`src/rtl/tdm_frame_scheduler_if.sv`:
```
// Requester fetch bus: per-requester byte/valid toward the scheduler, one-hot ready back.
// Ready is a single-cycle strobe; a requester not valid on its strobe cycle misses its slot.
interface tdm_frame_scheduler_if #(
  parameter int NREQ = 4
);
  logic [NREQ-1:0]   req_valid;
  logic [8*NREQ-1:0] req_data;
  logic [NREQ-1:0]   req_ready;

  modport master (
    output req_valid,
    output req_data,
    input  req_ready
  );

  modport slave (
    input  req_valid,
    input  req_data,
    output req_ready
  );
endinterface

```
`src/rtl/tdm_frame_scheduler.sv`:
```
// 32-slot x 8-bit TDM transmit scheduler: fetches each slot byte one cycle ahead and
// shifts it MSB-first; first bit two cycles after en is sampled, no stall on missing data.
module tdm_frame_scheduler #(
  parameter int NREQ  = 4,
  parameter int REQ_W = 3
) (
  input  logic                 clk,
  input  logic                 reset_l,
  input  logic                 en,
  input  logic                 cfg_we,
  input  logic [4:0]           cfg_slot,
  input  logic [REQ_W:0]       cfg_map,
  tdm_frame_scheduler_if.slave req,
  output logic                 sync,
  output logic                 sdata,
  output logic                 parity,
  output logic [4:0]           timeslot,
  output logic                 busy,
  output logic [7:0]           underrun_cnt
);

  typedef enum logic [1:0] {
    IDLE = 2'd0,
    PREP = 2'd1,
    RUN  = 2'd2
  } state_t;

  state_t         state_q, state_d;
  logic [7:0]     bit_cnt_q, bit_cnt_d;
  logic [REQ_W:0] shadow_q [32];
  logic [REQ_W:0] active_q [32];
  logic [7:0]     shift_q;
  logic           parity_q;
  logic           sync_q;
  logic           busy_q;
  logic [4:0]     timeslot_q;
  logic [7:0]     underrun_q;

  logic           frame_end;
  logic           map_copy;
  logic           fetch_on;
  logic [4:0]     fetch_slot;
  logic [REQ_W:0] fetch_entry;
  logic           fetch_hit;
  logic           fetch_valid;
  logic [7:0]     fetch_sel;
  logic [7:0]     fetch_byte;
  logic [NREQ-1:0] fetch_ready;

  assign frame_end = (state_q == RUN) && (bit_cnt_q == 8'hFF);

  // Shadow becomes active on the edge that enters every slot-0 fetch cycle.
  assign map_copy = ((state_q == IDLE) && en) || ((state_q == RUN) && (bit_cnt_q == 8'd254));

  always_comb begin
    fetch_on    = (state_q == PREP) ||
                  ((state_q == RUN) && (bit_cnt_q[2:0] == 3'd7) && ((bit_cnt_q != 8'hFF) || en));
    fetch_slot  = (state_q == RUN) ? (bit_cnt_q[7:3] + 5'd1) : 5'd0;
    fetch_entry = active_q[fetch_slot];
    fetch_hit   = 1'b0;
    fetch_valid = 1'b0;
    fetch_sel   = 8'h00;
    fetch_ready = '0;
    for (int i = 0; i < NREQ; i++) begin
      if (fetch_on && fetch_entry[REQ_W] && (fetch_entry[REQ_W-1:0] == REQ_W'(i))) begin
        fetch_ready[i] = 1'b1;
        fetch_hit      = 1'b1;
        fetch_valid    = req.req_valid[i];
        fetch_sel      = req.req_data[8*i +: 8];
      end
    end
    fetch_byte = fetch_valid ? fetch_sel : 8'h00;
  end

  assign req.req_ready = fetch_ready;

  always_comb begin
    state_d   = state_q;
    bit_cnt_d = bit_cnt_q;
    case (state_q)
      IDLE: begin
        if (en) state_d = PREP;
      end
      PREP: begin
        state_d   = RUN;
        bit_cnt_d = 8'd0;
      end
      RUN: begin
        bit_cnt_d = bit_cnt_q + 8'd1;
        if (frame_end && !en) begin
          state_d   = IDLE;
          bit_cnt_d = 8'd0;
        end
      end
      default: begin
        state_d   = IDLE;
        bit_cnt_d = 8'd0;
      end
    endcase
  end

  always_ff @(posedge clk or negedge reset_l) begin
    if (!reset_l) begin
      state_q    <= IDLE;
      bit_cnt_q  <= 8'd0;
      shift_q    <= 8'h00;
      parity_q   <= 1'b0;
      sync_q     <= 1'b0;
      busy_q     <= 1'b0;
      timeslot_q <= 5'd0;
      underrun_q <= 8'd0;
      for (int i = 0; i < 32; i++) begin
        shadow_q[i] <= '0;
        active_q[i] <= '0;
      end
    end else begin
      state_q    <= state_d;
      bit_cnt_q  <= bit_cnt_d;
      busy_q     <= (state_d != IDLE);
      sync_q     <= (state_d == RUN) && (bit_cnt_d == 8'hFF);
      timeslot_q <= (state_d == RUN) ? bit_cnt_d[7:3] : 5'd0;

      // The fetched byte lands directly in the shifter at the slot boundary.
      if (fetch_on) begin
        shift_q  <= fetch_byte;
        parity_q <= ^fetch_byte;
      end else if (state_d != RUN) begin
        shift_q  <= 8'h00;
        parity_q <= 1'b0;
      end else begin
        shift_q  <= {shift_q[6:0], 1'b0};
      end

      if (fetch_hit && !fetch_valid && (underrun_q != 8'hFF)) begin
        underrun_q <= underrun_q + 8'd1;
      end

      if (cfg_we) begin
        shadow_q[cfg_slot] <= cfg_map;
      end
      if (map_copy) begin
        for (int i = 0; i < 32; i++) begin
          active_q[i] <= shadow_q[i];
        end
      end
    end
  end

  assign sync         = sync_q;
  assign sdata        = shift_q[7];
  assign parity       = parity_q;
  assign timeslot     = timeslot_q;
  assign busy         = busy_q;
  assign underrun_cnt = underrun_q;

endmodule

```
`src/flat_wrapper.sv`:
```
// flat-port wrapper written by rule: the top's interface ports become plain ports
module tdm_frame_scheduler_flat 
#(
  parameter int NREQ  = 4,
  parameter int REQ_W = 3
)
  (clk, reset_l, en, cfg_we, cfg_slot, cfg_map, sync, sdata, parity, timeslot, busy, underrun_cnt, req_req_valid, req_req_data, req_req_ready);
  tdm_frame_scheduler_if #(.NREQ(NREQ)) req_i ();
  input  logic clk;
  input  logic reset_l;
  input  logic en;
  input  logic cfg_we;
  input  logic [4:0] cfg_slot;
  input  logic [REQ_W:0] cfg_map;
  output logic sync;
  output logic sdata;
  output logic parity;
  output logic [4:0] timeslot;
  output logic busy;
  output logic [7:0] underrun_cnt;
  input wire logic [$bits(req_i.req_valid)-1:0] req_req_valid;
  input wire logic [$bits(req_i.req_data)-1:0] req_req_data;
  output wire logic [$bits(req_i.req_ready)-1:0] req_req_ready;
  assign req_i.req_valid = req_req_valid;
  assign req_i.req_data = req_req_data;
  assign req_req_ready = req_i.req_ready;
  tdm_frame_scheduler #(.NREQ(NREQ), .REQ_W(REQ_W)) u_core (.clk(clk), .reset_l(reset_l), .en(en), .cfg_we(cfg_we), .cfg_slot(cfg_slot), .cfg_map(cfg_map), .req(req_i), .sync(sync), .sdata(sdata), .parity(parity), .timeslot(timeslot), .busy(busy), .underrun_cnt(underrun_cnt));
endmodule
```
`config.mk`:
```
export PLATFORM = sky130hd
export DESIGN_NAME = tdm_frame_scheduler_flat
export DESIGN_NICKNAME = d
export VERILOG_FILES = /design/src/rtl/tdm_frame_scheduler_if.sv /design/src/rtl/tdm_frame_scheduler.sv /design/src/flat_wrapper.sv
export SDC_FILE = /design/constraint.sdc
export NUM_CORES = 1
export LEC_CHECK = 0
export CORE_MARGIN = 2
export CORE_UTILIZATION = 54
export DETAILED_ROUTE_END_ITERATION = 16
export GPL_ROUTABILITY_DRIVEN = 0
export PLACE_DENSITY_LB_ADDON = 0.15
export RECOVER_POWER = 100
export SLEW_MARGIN = 10
export SYNTH_ARGS = -nofsm -noshare
export SYNTH_HDL_FRONTEND = slang
export SYNTH_SLANG_ARGS = --single-unit
```
`constraint.sdc`:
```
create_clock -name clk -period 3.4 [get_ports clk]
set_input_delay 0.68 -clock clk [delete_from_list [all_inputs] [get_ports clk]]
set_output_delay 0.68 -clock clk [all_outputs]
set_load 0.02 [all_outputs]
```
==> impl_metrics.yaml, run 1 <==
pwr:
  p_leak_nw: 7.571
  peakVddDrop_mv: 0.5224
  powerDensity_mw_per_mm2: 497.6
  power_w: 0.008160
routing:
  dr.pass1.iters: 4
  routed_wl_mm: 32.25
  vias_per_cell: 5.758
  wl_per_cell_um: 20.83
  ant_nets: 0
  via_count: 8914
  drc: 0
  drtIter0Drc: 620
critical_path:
  reg2reg_slack_ns: -0.26
  rr_worst_depth: 14
  start_kind: "flip-flop"
  endpoint: "req_req_ready[3]"
  r2r-start: "u_core.bit_cnt_q[3]$_DFF_PN0_"
  crit_fanout: 7
  setup.worst_path.end_class: "primary output"
  arrival_ns: 3.33
  path_class: "reg -> out"
  worst_ep_required_time_ns: 2.72
  cp-startpoint: "u_core.bit_cnt_q[3]$_DFF_PN0_"
  reg2reg_to: "u_core.underrun_cnt[1]$_DFFE_PN0P_"
sta:
  timing_hold_violations_final: 0
  tightest_slew_ns: 2.051
  fin_ws_ns: -0.6144
  slew-limit-headroom_pct: -36.73
  rsz0062_at_grt: "true"
  skew_ns: 0.008844
  min_period_over_period_pct: 118.1
  finalSetupViolCount: 74
  fmax_mhz: 249.1
  period_needed_ns: 4.014
  drv_slew: 93
final_layout:
  diodes: 0
  fin_area_mm2: 0.01640
  seq_area_mm2: 0.007258
  fin_nets: 1254
  areaGrowthSynthToFinish_pct: 23.28
  n_fill_cell: 1745
  multi_input_area_mm2: 0.005937
  drive_above_1_share_pct: 37.83
die:
  die_area_mm2: 0.02591
  initial_utilization_pct: 54.86
  core_mm2: 0.02425
  chipHeight_um: 161.0
  dieWidth_um: 161.0
  core.rowCount: 57
  pin_count: 70
global_route:
  grt.total_usage_pct: 25.06
  grt_pass1_vias: 9065
  grt_pass1_wl_mm: 51.15
  antenna_found_initial: 0
  overflow: 0
  grt_max_degree: 81
place:
  port_buffers: 69
  hpwlAfterDp_mm: 20.90
  postPlaceCellArea_mm2: 0.01485
synth:
  yosys_warnings: 0
  synth_flop_cell: "dfrtp_1"
  synth_edf_count: 0
  ys_seq_area_share_pct: 54.55
  synthDistinctLibCells: 59
  yosys_register_bits: 290
  syn_area_mm2: 0.01330
  yosysTopAreaCell: "dfrtp_1"
  synthCells: 1060
  synth_most_common_cell: "dfrtp_1"
  synth_common_cells: "dfrtp_1, mux2_2, nand2_1, nor2_1, o21ai_0"
  synth_fp_nets: 1114
  synthArstFlopShare_pct: 100.0
  ys_top_cells_by_area: "dfrtp_1, mux2_2, nand2_1, xnor2_1, mux2i_1"
  synth_top_area_share_pct: 54.55
  syn_avg_cell_area_um2: 12.55
outcome:
  violations: "capacitance limit, slew limit, setup timing"
  outcome: "finished with violations"
clock_network:
  cts_made_buffers: 30
  cts_tree: "yes"
  clock_latency_ns: 0.55
  clkSlewWorstSetupHoldPaths_ns: 0.06
  htree_levels: 1
  root_buffer: "clkbuf_16"
  clock_sinks: 290
  clockBufferDepth: 3
flow_run:
  drv_cap: 2
hold_path:
  hold_class: "reg -> reg"
[critical path: stages (launching register included)]
cell       delay (ns)
dfrtp_2          0.43
ha_4             0.31
buf_4            0.17
nand2b_4         0.16
a21oi_1          0.10
nor4_4           0.39
mux2i_2          0.16
a2111oi_4        0.36
a211oi_4         0.09
buf_4            0.16
buf_8            0.12
nor3_2           0.15
buf_4            0.17
[area by class of cell]
class / count / area share [%]
inverter: 19 / 0.4425
sequential: 290 / 44.26
multi-input combinational: 690 / 36.20
clock buffer: 41 / 5.386
clock inverter: 15 / 1.564
timing repair buffer: 169 / 9.674
tap: 324 / 2.472
[power breakdown]
group | total, W | switching [W] | internal, W
logic | 0.000581 | 0.000255 | 0.000326
registers | 0.00389 | 0.000141 | 0.00375
clock network | 0.00369 | 0.00135 | 0.00234
[cell families (layout without fill, tap and decap cells)]
logic type	after synthesis	after routing	synth area share, %
AOI/OAI and AO/OA	123	123	6.274
xor gates and xnor gates	45	45	3.104
adders and majority gates	5	5	0.4703
buffers and inverters	82	244	3.094
DFF	290	290	54.55
muxes	278	279	23.74
and+or+nand+nor	237	238	8.766
[layer usage]
layer | global-route usage, % | share of wire (%) | vias to the layer above
met2 | 41.07 | 48 | 267
li1 | - | - | 4061
met4 | 7.508 | 2.8 | 0
met3 | 3.796 | 4.8 | 55
met5 | 0 | 0 | -
met1 | 34.93 | 44 | 4531
[state kept, by name, indices dropped and copies added (netlist names)]
name,cells
u_core.active_q,128
u_core.bit_cnt_q,8
u_core.busy,1
u_core.parity,1
u_core.shadow_q,128
u_core.shift_q,8
u_core.state_q,2
u_core.sync,1
u_core.timeslot,5
u_core.underrun_cnt,8
[cell usage in the layout, fill, tap and decap left out, types with 5 or more instances in the layout]
cell type	instances
dfrtp_1	289
mux2_2	249
nand2_1	84
buf_4	72
nor2_1	46
clkdlybuf4s50_1	44
o21ai_0	37
clkbuf_16	32
xnor2_1	31
nand3_1	29
a21oi_1	27
mux2i_1	20
dlygate4sd3_1	20
nor3_1	19
inv_1	17
xor2_1	13
buf_6	11
clkinv_2	7
a32o_1	7
bufinv_16	7
clkbuf_8	7
o21ai_1	6
o22ai_1	6
clkbuf_1	6
clkbuf_4	6
nor3b_1	5
nand2b_1	5
o221ai_1	5
nand4_1	5
[metrics by stage]
step / cells / TNS, ns / hold slack (ns) / setup slack, ns / util (%)
floorplan: 1060 / -0.4925 / 0.3844 / -0.2449 / -
CTS: 1543 / -6.788 / 0.1158 / -0.6720 / 67.46
global placement: 1473 / -8.604 / 0.4540 / -0.6859 / 61.25
global route: 1548 / -35.14 / 0.4827 / -0.7305 / 67.63
detailed placement: 1473 / -9.792 / 0.4568 / -0.7481 / 61.25
finish: 1548 / -11.69 / 0.4660 / -0.6144 / 67.63
[what timing repair did]
action | CTS | global route
cloned | 3 | 1
hold endpoints to repair | 0 | 0
setup endpoints to repair | 21 | 21
gates resized for setup | 65 | 14
setup buffers | 11 | 4
pin swaps | 15 | 17
hold buffers | 0 | 0
[how the worst min path moves through the flow]
| stage | end | slack, ns | from | cells past startpoint |
|---|---|---|---|---|
| floorplan | u_core.active_q[0]$_DFFE_PN0P_ | 0.38 | reset_l | 0 |
| global placement | u_core.active_q[31]$_DFFE_PN0P_ | 0.45 | u_core.shadow_q[31]$_DFFE_PN0P_ | 2 |
| detailed placement | u_core.shift_q[4]$_DFF_PN0_ | 0.46 | u_core.shift_q[3]$_DFF_PN0_ | 1 |
| CTS | u_core.timeslot[3]$_DFF_PN0_ | 0.12 | reset_l | 1 |
| global route | u_core.shift_q[4]$_DFF_PN0_ | 0.48 | u_core.shift_q[3]$_DFF_PN0_ | 1 |
| finish | u_core.shift_q[4]$_DFF_PN0_ | 0.47 | u_core.shift_q[3]$_DFF_PN0_ | 1 |
Note: power is estimated with default switching activity, not from simulation.
==> run 2: changes to the inputs <==
--- a/config.mk
+++ b/config.mk
@@ -5,8 +5,10 @@
 export SDC_FILE = /design/constraint.sdc
 export NUM_CORES = 1
 export LEC_CHECK = 0
+export ABC_AREA = 1
 export CORE_MARGIN = 2
 export CORE_UTILIZATION = 54
+export CTS_BUF_LIST = sky130_fd_sc_hd__clkbuf_16
 export DETAILED_ROUTE_END_ITERATION = 16
 export GPL_ROUTABILITY_DRIVEN = 0
 export PLACE_DENSITY_LB_ADDON = 0.15
==> impl_metrics.yaml, run 2 <==
outcome:
  outcome: "finished with violations"
  violations: "capacitance limit, slew limit, setup timing"
global_route:
  grt_pass1_wl_mm: 56.52
  overflow: 0
  met1_usage_pct: 37.97
  top_usage_layer: "met2"
  grt.total_usage_pct: 27.65
  grt_util_met3_pct: 3.699
  grt_max_degree: 135
  antenna_found_initial: 0
  grt_pass1_vias: 10693
  use_met2_pct: 46.32
routing:
  vias_per_cell: 5.475
  dr.pass1.iters: 6
  routed_wl_mm: 34.85
  drc: 0
  ant_nets: 0
  via_count: 10736
  wl_per_cell_um: 17.77
  drtIter0Drc: 1100
critical_path:
  path_class: "reg -> out"
  crit_fanout: 8
  arrival_ns: 2.76
  setup.worst_path.end_class: "primary output"
  worst_ep_required_time_ns: 2.72
  start_kind: "flip-flop"
  rr_worst_depth: 25
final_layout:
  fin_nets: 1674
  largest_registers: "u_core.active_q: 128 flops, u_core.shadow_q: 128 flops"
  mostFrequentLayoutCells: "nand2_1, dfrtp_1, o21ai_0"
  diodes: 0
  drive_above_1_share_pct: 16.20
  areaGrowthSynthToFinish_pct: 22.58
  layout_commonest_cell: "nand2_1"
clock_network:
  clock_sinks: 290
  clkSlewWorstSetupHoldPaths_ns: 0.06
  cts_made_buffers: 31
  cts_hold_buf: 0
  cts_tree: "yes"
  root_buffer: "clkbuf_16"
  htree_levels: 1
  clockBufferDepth: 3
  clock_latency_ns: 0.57
sta:
  fin_ws_ns: -0.03621
  finalSetupViolCount: 3
  fin_tns_setup_ns: -0.08054
  skew_ns: 0.01146
  rsz0062_at_grt: "true"
  drv_slew: 88
  slew-limit-headroom_pct: -45.91
  period_needed_ns: 3.436
  timing_hold_violations_final: 0
  min_period_over_period_pct: 101.1
  fmax_mhz: 291.0
  tightest_slew_ns: 2.189
  whs_ns: 0.4524
synth:
  ys_top_cells_by_area: "dfrtp_1, nand2_1, o21ai_0, nand3_1, inv_1"
  synth_common_cells: "nand2_1, dfrtp_1, o21ai_0, nand3_1, inv_1"
  syn_avg_cell_area_um2: 8.619
  ys_seq_area_share_pct: 55.91
  synthCells: 1506
  synth_top_area_share_pct: 55.91
  synth_edf_count: 0
  yosys_warnings: 0
  synth_fp_nets: 1560
  synth_flop_cell: "dfrtp_1"
  synthDistinctLibCells: 38
  syn_area_mm2: 0.01298
  synthArstFlopShare_pct: 100.0
  yosysTopAreaCell: "dfrtp_1"
  synth_most_common_cell: "nand2_1"
  yosys_register_bits: 290
die:
  core_mm2: 0.02354
  core.rowCount: 56
  pin_count: 70
  die_area_mm2: 0.02529
  chipHeight_um: 159.0
  initial_utilization_pct: 55.13
  dieWidth_um: 159.0
pwr:
  p_leak_nw: 7.610
  p_seq_share_pct: 40.4
  comb_power_share_pct: 34.9
  p_switching_w: 0.004587
  swShare_pct: 36.77
  power.internal_w: 0.007886
  powerDensity_mw_per_mm2: 784.0
  clockPowerShare_pct: 24.7
  peakVddDrop_mv: 0.4142
place:
  port_buffers: 69
  pre_cts_slack_ns: 0.0007281
  hpwlAfterDp_mm: 21.68
flow_run:
  drv_cap: 1
hold_path:
  hold_path_depth: 2
  hold_class: "reg -> reg"
==> run 2: changes by cell type in the layout (fill, tap and decap cells not counted), moves of 14 or more <==
cell	before	now
inv_1	17	141
nand3_2	0	47
mux2_2	249	33
nand2_1	84	440
mux2i_1	20	0
xnor2_1	31	5
nand3_1	29	104
nand2_2	1	28
o21ai_0	37	224
buf_4	72	40
nor2_1	46	32
==> run 2: path summary, 6_finish.rpt <==
| kind | from | endpoint | slack [ns] |
|---|---|---|---|
| setup reg to reg | u_core.bit_cnt_q[3]$_DFF_PN0_ | u_core.parity$_DFFE_PN0P_ | 0.15 |
| hold reg to reg | u_core.shift_q[2]$_DFF_PN0_ | u_core.shift_q[3]$_DFF_PN0_ | 0.45 |
| hold / removal | u_core.shift_q[2]$_DFF_PN0_ | u_core.shift_q[3]$_DFF_PN0_ | 0.45 |
| max in group asynchronous | reset_l | u_core.shadow_q[125]$_DFFE_PN0P_ | 0.59 |
| min in group asynchronous | reset_l | u_core.shadow_q[30]$_DFFE_PN0P_ | 0.74 |
| setup / recovery | u_core.bit_cnt_q[3]$_DFF_PN0_ | req_req_ready[0] | -0.04 |
==> run 2: final cells by class <==
| type | instances | area (um^2) |
|---|---|---|
| clock buffer | 31 | 775.7 |
| clock inverter | 24 | 140.1 |
| fill | 1877 | 7632 |
| inverter | 143 | 566.8 |
| multi-input combinational | 1013 | 5325 |
| sequential | 290 | 7258 |
| tap | 319 | 399.1 |
| timing repair buffer | 141 | 1445 |
==> run 2: metal layers <==
layer | share of wire, % | vias to the layer above
li1 | - | 5101
met1 | 43 | 5182
met4 | 3.5 | 0
met3 | 5.7 | 87
met2 | 48 | 366
met5 | 0 | -
==> run 2: repair_timing <==
item	CTS	global route
pin swaps	15	26
gates resized for setup	75	82
setup buffers	15	8
setup endpoints to repair	4	6
gates cloned	7	1
==> run 2: kinds of logic (layout without fill, tap and decap cells) <==
logic type | Yosys count | count (layout) | share of synthesized area, %
mux | 33 | 33 | 2.863
xor+xnor | 11 | 11 | 0.7422
fa+ha+maj | 5 | 5 | 0.4820
buf+inv | 204 | 339 | 6.478
flops | 290 | 290 | 55.91
compound gates | 254 | 254 | 9.871
simple gates | 709 | 710 | 23.66
==> run 2: critical path: stages, from the launching register on <==
cell and delay, ns:
dfrtp_1 0.42, ha_4 0.32, nand3_4 0.17, buf_12 0.19, nand3_1 0.09, nand3_1 0.11, nand3_1 0.10, nand2_1 0.08
nand2_2 0.09, nand2_4 0.09, nor4_4 0.31, buf_4 0.20
==> run 2: metrics by stage <==
step	area (um^2)	total power, W	utilization, %	std cells
5_1_grt	15910	0.01323	67.58	1961
6_report	15910	0.01247	67.58	1961
4_1_cts	15670	0.01220	66.57	1955
2_1_floorplan	12980	0.007378	-	1506
3_3_place_gp	14270	0.008595	60.62	1878
3_5_place_dp	14270	0.008707	60.62	1878
==> run 2: power groups by stage <==
| stage | Combinational, W | Sequential [W] | Clock (W) |
|---|---|---|---|
| global placement | 0.00357 | 0.00502 | 0 |
| detailed placement | 0.00365 | 0.00506 | 0 |
| global route | 0.00480 | 0.00515 | 0.00329 |
| finish | 0.00435 | 0.00504 | 0.00309 |
| floorplan | 0.00245 | 0.00492 | 0 |
| CTS | 0.00406 | 0.00502 | 0.00312 |
